## config.mk

```make
export PLATFORM = sky130hd
export DESIGN_NAME = serial_add_sched
export DESIGN_NICKNAME = d
export VERILOG_FILES = /design/src/rtl/serial_add_pkg.sv /design/src/rtl/rr_arb2.sv /design/src/rtl/serial_add_sched.sv
export SDC_FILE = /design/constraint.sdc
export NUM_CORES = 1
export LEC_CHECK = 0
export CAP_MARGIN = 20
export CELL_PAD_IN_SITES_DETAIL_PLACEMENT = 1
export CELL_PAD_IN_SITES_GLOBAL_PLACEMENT = 1
export CORE_MARGIN = 2
export CORE_UTILIZATION = 28
export CTS_BUF_LIST = sky130_fd_sc_hd__clkbuf_16
export CTS_CLUSTER_SIZE = 20
export DETAILED_ROUTE_END_ITERATION = 16
export PLACE_DENSITY_LB_ADDON = 0.2
export SYNTH_ARGS = -nofsm -noshare
export SYNTH_HDL_FRONTEND = slang
export SYNTH_SLANG_ARGS = --single-unit
```

## constraint.sdc

```tcl
create_clock -name clk -period 2.13 [get_ports clk]
set_input_delay 0.3195 -clock clk [delete_from_list [all_inputs] [get_ports clk]]
set_output_delay 0.3195 -clock clk [all_outputs]
set_load 0.02 [all_outputs]
```

## src/rtl/serial_add_pkg.sv

```systemverilog
// Shared types for the serial-adder scheduler: FSM states, default width, requester ID.
package serial_add_pkg;

    localparam int SA_N = 8;

    typedef enum logic [2:0] {
        IDLE = 3'd0,
        CLR  = 3'd1,
        RUN  = 3'd2,
        CAPT = 3'd3,
        RESP = 3'd4
    } state_t;

    typedef logic req_id_t;

endpackage

```

## src/rtl/rr_arb2.sv

```systemverilog
// Combinational two-way round-robin pick; on a tie the requester not served last wins.
module rr_arb2
    import serial_add_pkg::*;
(
    input  logic [1:0] req,
    input  req_id_t    last,
    output logic [1:0] gnt,
    output req_id_t    sel
);

    always_comb begin
        sel = 1'b0;
        gnt = 2'b00;
        if (req == 2'b11) begin
            sel = ~last;
        end else if (req[1]) begin
            sel = 1'b1;
        end
        if (|req) begin
            gnt = sel ? 2'b10 : 2'b01;
        end
    end

endmodule

```

## src/rtl/serial_add_sched.sv

```systemverilog
// Shares one external serial adder between two requesters: arbitrate, clear, N shift cycles,
// capture, then a one-cycle done pulse. Grant to done is N+3 cycles; requests wait while busy.
module serial_add_sched
    import serial_add_pkg::*;
#(
    parameter int N  = SA_N,
    parameter int CW = $clog2(N + 1)
)
(
    input  logic         clk,
    input  logic         rst,
    input  logic         req0,
    input  logic         req1,
    input  logic [N-1:0] a0,
    input  logic [N-1:0] b0,
    input  logic [N-1:0] a1,
    input  logic [N-1:0] b1,
    output logic         gnt0,
    output logic         gnt1,
    output logic         done0,
    output logic         done1,
    output logic [N-1:0] res_sum,
    output logic         res_cout,
    output logic         busy,
    output logic [N-1:0] add_a,
    output logic [N-1:0] add_b,
    output logic         add_rst,
    output logic         add_ld,
    input  logic [N-1:0] add_sum,
    input  logic         add_cout
);

    state_t         state;
    logic [CW-1:0]  cnt;
    req_id_t        last;
    req_id_t        sel;
    logic [N-1:0]   op_a;
    logic [N-1:0]   op_b;
    logic [1:0]     arb_gnt;
    req_id_t        arb_sel;
    logic           idle;

    rr_arb2 u_arb (
        .req  ({req1, req0}),
        .last (last),
        .gnt  (arb_gnt),
        .sel  (arb_sel)
    );

    assign idle = (state == IDLE);

    // Outputs are gated by rst so nothing leaks out while the FSM is being aborted.
    assign gnt0    = !rst && idle && arb_gnt[0];
    assign gnt1    = !rst && idle && arb_gnt[1];
    assign done0   = !rst && (state == RESP) && (sel == 1'b0);
    assign done1   = !rst && (state == RESP) && (sel == 1'b1);
    assign busy    = !rst && !idle;
    assign add_ld  = !rst && (state == RUN);
    assign add_rst = rst || (state == CLR);
    assign add_a   = op_a;
    assign add_b   = op_b;

    always_ff @(posedge clk) begin
        if (rst) begin
            state    <= IDLE;
            cnt      <= '0;
            last     <= 1'b1;
            sel      <= 1'b0;
            op_a     <= '0;
            op_b     <= '0;
            res_sum  <= '0;
            res_cout <= 1'b0;
        end else begin
            case (state)
                IDLE: begin
                    if (|arb_gnt) begin
                        op_a  <= arb_sel ? a1 : a0;
                        op_b  <= arb_sel ? b1 : b0;
                        sel   <= arb_sel;
                        state <= CLR;
                    end
                end
                CLR: begin
                    cnt   <= CW'(N - 1);
                    state <= RUN;
                end
                RUN: begin
                    // Counter runs N-1 down to 0, giving exactly N shift cycles.
                    if (cnt == '0) begin
                        state <= CAPT;
                    end else begin
                        cnt <= cnt - CW'(1);
                    end
                end
                CAPT: begin
                    res_sum  <= add_sum;
                    res_cout <= add_cout;
                    state    <= RESP;
                end
                RESP: begin
                    last  <= sel;
                    state <= IDLE;
                end
                default: begin
                    state <= IDLE;
                end
            endcase
        end
    end

endmodule

```

==> results of run 1 <==
## stage by stage
| stage | hold slack [ns] | setup slack, ns | cell area (um^2) |
|---|---|---|---|
| 6_report | 0.495 | 0.142 | 2570 |
| 5_1_grt | 0.535 | 0.0762 | 2570 |
| 4_1_cts | 0.501 | -0.000310 | 2570 |
| 3_5_place_dp | 0.488 | -0.122 | 2440 |
| 3_3_place_gp | 0.476 | -0.139 | 2440 |
| 2_1_floorplan | 0.449 | 0.408 | 1560 |
## flip-flops by register name (all words and copies together) (netlist names)
name	count
add_a	8
res_sum	8
state	3
cnt	4
last	1
sel	1
res_cout	1
add_b	8
## repair_timing
item | CTS | global route
resized for setup | 5 | 2
pin swaps | 0 | 0
cloned | 0 | 0
endpoints found under the setup margin | 5 | 2
## worst max-delay path, stage by stage
cell and delay (ns):
clkdlybuf4s50_1 0.41, buf_4 0.19, nor2_1 0.13, clkdlybuf4s50_1 0.61
## routing by layer
layer	vias to the layer above	share of wire [%]	wire length [um]
met2	37	48	2290
met3	5	4.9	234
met5	-	0	0
li1	774	-	-
met1	726	46	2170
met4	0	0.99	47
## final timing paths
| path | start | end | depth (start not counted) |
|---|---|---|---|
| min reg2reg | res_sum[2] | res_sum[2] | 2 |
| min | res_sum[2] | res_sum[2] | 2 |
| max | rst | busy | 4 |
| max reg2reg | state[1] | cnt[1] | 4 |
## cells in the mapped netlist (2+ instances only)
cell type   n  area, um^2
nand3b_1    2        15.0
nor2_1     16        60.1
nand3_2     2        20.0
nand2_1     4        15.0
nor3_1      7        35.0
o22ai_1    17         106
dfxtp_1    34         681
and3_1      2        12.5
mux2i_1     9        90.1
a21oi_1     3        15.0
inv_1      19        71.3
nor3b_1     3        22.5
buf_6       2        22.5
clkbuf_1    7        26.3
buf_2       3        15.0
o221a_2    16         180
## layout make-up
class | instances | area (um^2)
inverters | 19 | 71.3
well taps | 72 | 90.1
flip-flops and latches | 34 | 681
fillers | 614 | 2870
multi-input cells | 101 | 743
clock inverters | 1 | 3.75
clock buffers | 5 | 125
repair buffers | 89 | 858
## power breakdown
part           internal, W  leakage, nW  switching, W  total, W
Sequential        0.000749        0.280     0.0000659  0.000815
Clock             0.000415       0.0632      0.000239  0.000654
Combinational     0.000457        0.746      0.000413  0.000870
Total              0.00162         1.09      0.000718   0.00234
## logic make-up (layout without fill, tap and decap cells)
group / Yosys count / count (layout) / synth area share, %
compound gates: 46 / 46 / 24.8
xor+xnor: 1 / 1 / 0.562
fa+ha+maj: 1 / 1 / 0.803
buf+inv: 32 / 114 / 8.92
flops: 34 / 34 / 43.7
mux: 9 / 9 / 5.78
simple gates: 44 / 44 / 15.4
==> metrics.md, run 1 <==
| Metric | Value |
|---|---|
| CP Capture Type | output port |
| Antenna violations before repair | 0 |
| Final setup vio count | 0 |
| Clock root buffer master | clkbuf_16 |
| Router iterations before antenna repair | 4 |
| Most frequent cells in the layout | clkdlybuf4s50_1, dfxtp_1, inv_1, o22ai_1 |
| Initial DRC count | 54 |
| GR Util met3 | 4.02% |
| GPL Wtd Cong | 0.729 |
| Leakage power | 1.09 nW |
| Clock buffer depth | 2 |
| Clk slew on worst S/H paths | 0.05 ns |
| Final Cycle Share | 93.3% |
| CTS tree | done |
| Setup Skew | 0.00309 ns |
| WL/cell | 14.8 um |
| Number of routed nets with antenna violations | 0 |
| Fin nets | 296 |
| Port Buffers | 76 |
| Unrepaired setup endpoints after global routing | false |
| Post-synth EDFFs | 0 |
| Post-synthesis register bit count | 34 |
| FMAX | 503 MHz |
| Syn nets | 213 |
| H-tree Lvls | 2 |
| Vias in the first global route | 1567 |
| CTS Buf Count | 5 |
| Total power | about 0.0023 W |
| Mapped Avg Cell Area | between 9 and 10 um^2 |
| Type of origin of the critical path | primary input |
| Yosys cell types | 37 |
| R2r setup slk | 0.41 ns |
| Critical path class | in2out |
| Total congestion overflow | 0 |
| Rel. slew slack | between 50% and 60% |
| Vias | 1542 |
| Hold Fails Final Rpt | 0 |
| Detailed-route wire length | 4.74 mm |
| Commonest non-fill, non-tap cell in the layout | clkdlybuf4s50_1 |
| GRT Overall Usage | 15.4% |
| Setup TNS | 0 ns |
| Rows | 27 |
| Seq/Total Area, Yosys | a little over two fifths |
| Busiest layer in global routing | met2 |
| Chip Width | 78.6 um |
| Top FF cell, synth | dfxtp_1 |
| Vias per inst | 4.80 |
| Ys Warns | 0 |
| Synth Instances | 167 |
| Layout cells sized above 1 | 16.9% |
| Placed wire-length estimate | 3.44 mm |
| Power Dens Cells | 909 mW/mm^2 |
| Asr flop ratio synth | 0% |
| Worst-margin pin slew | 0.677 ns |
| Final cell count without fillers | 321 |
| GR Util met1 | 19.1% |
| Worst-skew pair later-pin latency | 0.27 ns |
| Clk sinks | 34 |
| Fin crit period | 1.99 ns |
| Area grow syn2layout | 65.1% |
| Final Slew Violations | 0 |
| Grt met2 use | between 20% and 30% |
| Boundary Pins | 77 |
| Worst VDD drop | 0.410 mV |
| Setup bufs post-CTS | 0 |
| DRC viols | 0 |
| Largest net degree at the start of global routing | 18 |
| Mapped Area | 0.00156 mm^2 |
| Max Cap Violations | 0 |
| Worst-path fanout max | 15 |
| Status | finished, final reports clean |
| Post-layout util | 47.3% |
| Class of the worst hold path | reg2reg |
| Core area | 0.00544 mm^2 |
| First-pass GRT wire length | 7.51 mm |
| Chip height | 78.6 um |
| Post-CTS Hold Buffers | 0 |
| Inserted Diodes | 0 |
| Critical Path AT | 1.67 ns |
| Area of the die | 0.00618 mm^2 |
| DP Cell Count | 315 |
| Worst path required time | 1.81 ns |
| Initial Util | 28.6% |
Power figures use the tool's default switching activity.
==> run 2: changes to the inputs <==
CORE_UTILIZATION = 30   (was 28)
PLACE_DENSITY_LB_ADDON = 0.08   (was 0.2)
SYNTH_HIERARCHICAL = 1   (was unset)
==> metrics.md, run 2 <==
| Metric | Value |
|---|---|
| Status | finished, final reports clean (unchanged) |
| Mapped Area | 0.00168 mm^2 (was 0.00156 mm^2) |
| Boundary Pins | 77 (unchanged) |
| Most frequent cell after synthesis | dfxtp_1 (unchanged) |
| Power Dens Cells | 860 mW/mm^2 (was 909 mW/mm^2) |
| Critical Path AT | 1.64 ns (was 1.67 ns) |
| Most frequent cells in the layout | clkdlybuf4s50_1, dfxtp_1, mux2i_1, a21oi_1, nor2_1 (was clkdlybuf4s50_1, dfxtp_1, inv_1, o22ai_1) |
| CTS Buf Count | 5 (unchanged) |
| CP delay by family, top | simple AND/OR/NAND/NOR gates (was buffers and inverters) |
| Rel. slew slack | 58.0% (was 54.8%) |
| H-tree Lvls | 2 (unchanged) |
| Critical path class | reg2out (was in2out) |
| Unrepaired setup endpoints after global routing | false (unchanged) |
| Clk sinks | 34 (unchanged) |
| Number of routed nets with antenna violations | 0 (unchanged) |
| Worst path required time | 1.81 ns (about the same) |
| Post-synth EDFFs | 0 (unchanged) |
| Clk slew on worst S/H paths | 0.05 ns (about the same) |
| Crit. Startpoint | state[0] (was rst) |
| Final setup vio count | 0 (unchanged) |
| Setup TNS | 0 ns (unchanged) |
| Initial DRC count | 45 (was 54) |
| Antenna violations before repair | 0 (unchanged) |
| Slowest-stage cell, CP | or3b_1 (was clkdlybuf4s50_1) |
| Worst path max stage delay | 0.44 ns (was 0.61 ns) |
| Commonest non-fill, non-tap cell in the layout | clkdlybuf4s50_1 (unchanged) |
| Layout cells sized above 1 | 14.2% (was 16.9%) |
| GPL Wtd Cong | 0.726 (was 0.729) |
| Type of origin of the critical path | flop (was primary input) |
| Worst-margin pin slew | 0.628 ns (was 0.677 ns) |
| CTS tree | done (unchanged) |
| Area of the die | 0.00622 mm^2 (was 0.00618 mm^2) |
| GRT Overall Usage | 15.9% (was 15.4%) |
| Commonest cells in the netlist | dfxtp_1, mux2i_1, a21oi_1 (was dfxtp_1, inv_1, o22ai_1) |
| Yosys cell types | 39 (was 37) |
| Worst-skew pair later-pin latency | 0.28 ns (was 0.27 ns) |
| Vias in the first global route | 1621 (was 1567) |
| Largest cells by area after synthesis | dfxtp_1, mux2i_1, a211oi_2, a21oi_1, a211oi_1 (was dfxtp_1, o221a_2, o22ai_1, mux2i_1, inv_1) |
| Worst-path fanout max | 3 (was 15) |
| Class of the worst hold path | in2reg (was reg2reg) |
| WP buf/inv | 1 (was 3) |
| Placed wire-length estimate | 3.75 mm (was 3.44 mm) |
| Mapped Avg Cell Area | 10.1 um^2 (was 9.33 um^2) |
| Port Buffers | 76 (unchanged) |
| Synth Instances | 167 (unchanged) |
| DP Worst Slack | 0.0138 ns (was -0.122 ns) |
| Total congestion overflow | 0 (unchanged) |
| WL/cell | 15.5 um (was 14.8 um) |
| Router iterations before antenna repair | 4 (unchanged) |
| Sequence of cells on the critical path | or3b_1 -> nor3b_1 -> dlygate4sd2_1 (was clkdlybuf4s50_1 -> buf_4 -> nor2_1 -> clkdlybuf4s50_1) |
| R2R Path Start | cnt[0] (was state[1]) |
| Final Cycle Share | 92.2% (was 93.3%) |
| Clock buffer depth | 2 (unchanged) |
| Chip height | 78.8 um (was 78.6 um) |
| CP Capture Point | done1 (was busy) |
| R2r setup slk | 0.54 ns (was 0.41 ns) |
| First-pass GRT wire length | 7.75 mm (was 7.51 mm) |
| Post-layout util | 48.9% (was 47.3%) |
| Detailed-route wire length | 4.92 mm (was 4.74 mm) |
| Inserted Diodes | 0 (unchanged) |
| Seq/Total Area, Yosys | 40.5% (was 43.7%) |
| Post-synthesis register bit count | 34 (unchanged) |
| Worst R2R End | cnt[1] (unchanged) |
| Top FF cell, synth | dfxtp_1 (unchanged) |
| FMAX | 509 MHz (was 503 MHz) |
| Syn nets | 213 (unchanged) |
| Clock root buffer master | clkbuf_16 (unchanged) |
| Post-CTS Hold Buffers | 0 (unchanged) |
| Chip Width | 78.8 um (was 78.6 um) |
| Core area | 0.00547 mm^2 (was 0.00544 mm^2) |
| Rows | 27 (unchanged) |
| Worst VDD drop | 0.436 mV (was 0.410 mV) |
| Crit path depth | 3 (was 4) |
| Initial Util | 30.7% (was 28.6%) |
| Ys Warns | 6 (was 0) |
| Vias | 1568 (was 1542) |
| Final WS setup | 0.167 ns (was 0.142 ns) |
| Max Cap Violations | 0 (unchanged) |
| Yosys top cell by area | dfxtp_1 (unchanged) |
| Hold Fails Final Rpt | 0 (unchanged) |
| Leakage power | 1.09 nW (about the same) |
| Synth top area share | 40.5% (was 43.7%) |
| Asr flop ratio synth | 0% (unchanged) |
| Fin crit period | 1.96 ns (was 1.99 ns) |
| Setup Skew | 0.00299 ns (was 0.00309 ns) |
| Area grow syn2layout | 59.1% (was 65.1%) |
| DRC viols | 0 (unchanged) |
| Fin nets | 291 (was 296) |
| Largest net degree at the start of global routing | 21 (was 18) |
| Cells on worst reg2reg path | 5 (was 4) |
| Vias per inst | 4.93 (was 4.80) |
| Final Slew Violations | 0 (unchanged) |
| CP Capture Type | output port (unchanged) |
-- run 2: changes by cell type after synthesis, moves of 4 or more --
cell      previous run  this run
mux2i_1              9        26
o22ai_1             17         0
o221a_2             16         0
a21oi_1              3        17
inv_1               19         5
a211oi_2             0         9
a211oi_1             1         9
clkbuf_1             7         2
buf_4                0         4
nor2_1              16        12
-- run 2: worst register-to-register path, cell delays in order (launching register included) --
cell and delay [ns]:
dfxtp_1 0.34, inv_1 0.09, ha_1 0.23, or3b_1 0.45
a211oi_1 0.29, a311oi_1 0.08
-- run 2: where the power goes --
part / switching (W) / internal [W]
registers: 0.0000591 / 0.000730
clock network: 0.000267 / 0.000426
logic: 0.000417 / 0.000399
total: 0.000743 / 0.00156
-- run 2: final cells by class --
cell class,count,area (um^2)
multi-input combinational,113,896
inverter,5,18.8
tap,72,90.1
clock inverter,3,16.3
sequential,34,681
timing repair buffer,86,847
fill,621,2800
clock buffer,5,125
-- run 2: how the worst min path moves through the flow --
stage	from	to	slack [ns]	depth (start not counted)
2_1_floorplan	sel	sel	0.46	2
3_3_place_gp	res_sum[4]	res_sum[4]	0.48	2
3_5_place_dp	res_sum[7]	res_sum[7]	0.49	2
4_1_cts	rst	add_b[0]	0.40	2
5_1_grt	rst	add_b[3]	0.44	2
6_report	rst	add_b[1]	0.42	2
-- run 2: metrics by stage --
step	hold slack [ns]	total power (W)	area, um^2	std cells
6_report	0.416	0.00230	2670	318
5_1_grt	0.439	0.00243	2670	318
4_1_cts	0.404	0.00232	2650	318
3_5_place_dp	0.493	0.00162	2520	310
3_3_place_gp	0.482	0.00158	2520	310
2_1_floorplan	0.463	0.00129	1680	167
-- run 2: kinds of logic (layout without fill, tap and decap cells) --
kind of cell    after synthesis  in the layout  synth area share, %
compound gates               45             45                 20.5
simple gates                 40             40                 15.1
flops                        34             34                 40.5
mux                          26             26                 15.5
buf+inv                      20             99                 7.15
fa+ha+maj                     1              1                0.744
xor+xnor                      1              1                0.521
-- run 2: what timing repair did --
item,in CTS,in global routing
setup buffers,0,0
pin swaps,0,0
cloned,0,0
setup endpoints to repair,6,3
resized for setup,3,5
-- run 2: per-layer routing --
metal	track usage, %	share of wire (%)	vias to the layer above	routed length [um]
li1	-	-	767	-
met1	16.9	39	759	1900
met2	29.9	54	38	2680
met3	4.89	6.1	4	301
met4	4.66	0.71	0	35
met5	0	0	-	0
==> run 3: changes to the inputs <==
--- a/constraint.sdc
+++ b/constraint.sdc
@@ -3,2 +3,2 @@
 set_output_delay 0.3195 -clock clk [all_outputs]
-set_load 0.02 [all_outputs]
+set_load 0.1 [all_outputs]
==> metrics.md, run 3 (same netlist as run 2, synthesis figures left out) <==
| Metric | Value |
|---|---|
| Worst-skew pair later-pin latency | 0.28 ns (about the same) |
| CTS tree | done (unchanged) |
| GRT Overall Usage | 15.5% (was 15.9%) |
| Rows | 27 (unchanged) |
| WL/cell | 14.8 um (was 15.5 um) |
| Flop pwr share | 29.3% (was 34.3%) |
| DP Cell Count | 308 (was 310) |
| Vias in the first global route | 1592 (was 1621) |
| Worst VDD drop | 0.456 mV (was 0.436 mV) |
| Core area | 0.00547 mm^2 (unchanged) |
| Clk sinks | 34 (unchanged) |
| Class of the worst hold path | in2reg (unchanged) |
| Worst-margin pin slew | 0.481 ns (was 0.628 ns) |
| Internal Power | 0.00154 W (was 0.00156 W) |
| R2r setup slk | 0.49 ns (was 0.54 ns) |
| Leakage power | 1.11 nW (was 1.09 nW) |
| Final Cycle Share | 93.1% (was 92.2%) |
| Clock buffer depth | 2 (unchanged) |
| Fin nets | 289 (was 291) |
| Hold Fails Final Rpt | 0 (unchanged) |
| Final cell count without fillers | 316 (was 318) |
| Unrepaired setup endpoints after global routing | false (unchanged) |
| WP buf/inv | 1 (unchanged) |
| Most frequent cells in the layout | clkdlybuf4s50_1, dfxtp_1, buf_4, mux2i_1, a21oi_1 (was clkdlybuf4s50_1, dfxtp_1, mux2i_1, a21oi_1, nor2_1) |
| Boundary Pins | 77 (unchanged) |
| R2R Path Start | cnt[0] (unchanged) |
| CP delay by family, top | simple AND/OR/NAND/NOR gates (unchanged) |
| Clk pwr share | 24.6% (was 30.2%) |
| Router iterations before antenna repair | 4 (unchanged) |
| Fillers | 621 (unchanged) |
| Commonest non-fill, non-tap cell in the layout | clkdlybuf4s50_1 (unchanged) |
| Final Slew Violations | 0 (unchanged) |
| Worst-path fanout max | 11 (was 3) |
| Max Cap Violations | 0 (unchanged) |
| Area of the die | 0.00622 mm^2 (unchanged) |
| Clk slew on worst S/H paths | 0.05 ns (about the same) |
| Worst Hold Launch | rst (unchanged) |
| Initial Util | 30.7% (unchanged) |
| GPL Wtd Cong | 0.665 (was 0.726) |
| Logic pwr share | 46.1% (was 35.5%) |
| Worst path max stage delay | 0.50 ns (was 0.44 ns) |
| Fin crit period | 1.98 ns (was 1.96 ns) |
| Setup Skew | 0.00410 ns (was 0.00299 ns) |
| Post-CTS Hold Buffers | 0 (unchanged) |
| Storage element area | 681 um^2 (unchanged) |
| Vias | 1558 (was 1568) |
| Rel. slew slack | 67.9% (was 58.0%) |
| Antenna violations before repair | 0 (unchanged) |
| Total congestion overflow | 0 (unchanged) |
| Critical path class | reg2out (unchanged) |
| Area grow syn2layout | 59.0% (was 59.1%) |
| Inserted Diodes | 0 (unchanged) |
| Largest net degree at the start of global routing | 21 (unchanged) |
| Hold EP | state[0] (was add_b[1]) |
| Critical Path AT | 1.66 ns (was 1.64 ns) |
| First-pass GRT wire length | 7.58 mm (was 7.75 mm) |
| Worst path required time | 1.81 ns (about the same) |
| FMAX | 505 MHz (was 509 MHz) |
| Chip Width | 78.8 um (unchanged) |
| Total power | 0.00275 W (was 0.00230 W) |
| Layout cells sized above 1 | 27.0% (was 14.2%) |
| Port Buffers | 76 (unchanged) |
| Area of the multi-input gates | 911 um^2 (was 896 um^2) |
| Final setup vio count | 0 (unchanged) |
| Type of origin of the critical path | flop (unchanged) |
| Worst R2R End | cnt[0] (was cnt[1]) |
| CTS Buf Count | 5 (unchanged) |
| Placed wire-length estimate | 3.48 mm (was 3.75 mm) |
| DRC viols | 0 (unchanged) |
| Vias per inst | 4.93 (about the same) |
| Sequence of cells on the critical path | or3b_4 -> nor3b_4 -> buf_12 (was or3b_1 -> nor3b_1 -> dlygate4sd2_1) |
| CP Capture Type | output port (unchanged) |
| Initial DRC count | 23 (was 45) |
| Power Dens Cells | 1030 mW/mm^2 (was 860 mW/mm^2) |
| Detailed-route wire length | 4.68 mm (was 4.92 mm) |
| Sw Ratio | 43.8% (was 32.3%) |
| NetSw | 0.00120 W (was 0.000743 W) |
| Cells on worst reg2reg path | 5 (unchanged) |
| Hold path cells | 4 (was 2) |
| Chip height | 78.8 um (unchanged) |
| H-tree Lvls | 2 (unchanged) |
| Clock root buffer master | clkbuf_16 (unchanged) |
| Slowest-stage cell, CP | or3b_4 (was or3b_1) |
| Status | finished, final reports clean (unchanged) |
| Number of routed nets with antenna violations | 0 (unchanged) |
-- run 3: cell types whose count changed in the layout (fill, tap and decap cells not counted), moves of 2 or more --
cell | previous run | this run
clkinv_1 | 1 | 3
dlygate4sd2_1 | 3 | 0
clkdlybuf4s50_1 | 69 | 43
dlymetal6s2s_1 | 3 | 0
buf_4 | 9 | 32
buf_12 | 1 | 8
-- run 3: how the worst max path moves through the flow --
stage	start	to	slack (ns)	depth (start not counted)
after floorplan	state[2]	done1	-0.04	3
after global placement	req0	add_b[5]	0.38	6
after detailed placement	req0	add_b[5]	0.25	6
after CTS	state[0]	done1	0.06	3
after global routing	state[0]	done1	0.04	3
final	state[0]	done1	0.15	3
-- run 3: per-layer routing --
metal	vias up	routed length, um	share of wire (%)	global-route usage, %
met3	7	318	6.8	5.23
met5	-	0	0	0
li1	763	-	-	-
met1	741	1890	40	16.3
met4	0	70	1.5	5.69
met2	47	2400	51	28.6
-- run 3: worst reg2reg max path: stages (launching register included) --
cell	delay (ns)
dfxtp_1	0.33
inv_1	0.09
ha_1	0.23
or3b_1	0.45
a311oi_1	0.35
nor3_1	0.07
-- run 3: final cells by class --
class / instances / area share (%)
Timing Repair Buffer: 84 / 31.3
Inverter: 5 / 0.702
Sequential cell: 34 / 25.5
Clock buffer: 5 / 4.68
Tap cell: 72 / 3.37
Multi-Input combinational cell: 113 / 34.1
Clock inverter: 3 / 0.421
-- run 3: timing repair --
action	CTS	global route
endpoints found under the setup margin	0	1
resized for setup	0	1
buffers inserted	0	0
endpoints found under the hold margin	0	0
-- run 3: through the flow --
| stage | hold WS, ns | setup slack (ns) | TNS, ns | utilization (%) | area, um^2 |
|---|---|---|---|---|---|
| after floorplan | 0.463 | -0.0413 | -0.0413 | - | 1710 |
| after global placement | 0.481 | 0.375 | 0 | 46.3 | 2530 |
| after detailed placement | 0.494 | 0.250 | 0 | 46.3 | 2530 |
| after CTS | 0.437 | 0.0588 | 0 | 48.8 | 2670 |
| after global routing | 0.487 | 0.0425 | 0 | 48.8 | 2670 |
| final | 0.425 | 0.148 | 0 | 48.8 | 2670 |
-- run 3: power by group through the flow --
stage | combinational, W | clock (W) | sequential [W]
floorplan | 0.000498 | 0 | 0.00126
global placement | 0.00124 | 0 | 0.000813
detailed placement | 0.00127 | 0 | 0.000817
CTS | 0.00128 | 0.000697 | 0.000806
global route | 0.00133 | 0.000733 | 0.000819
finish | 0.00127 | 0.000676 | 0.000805
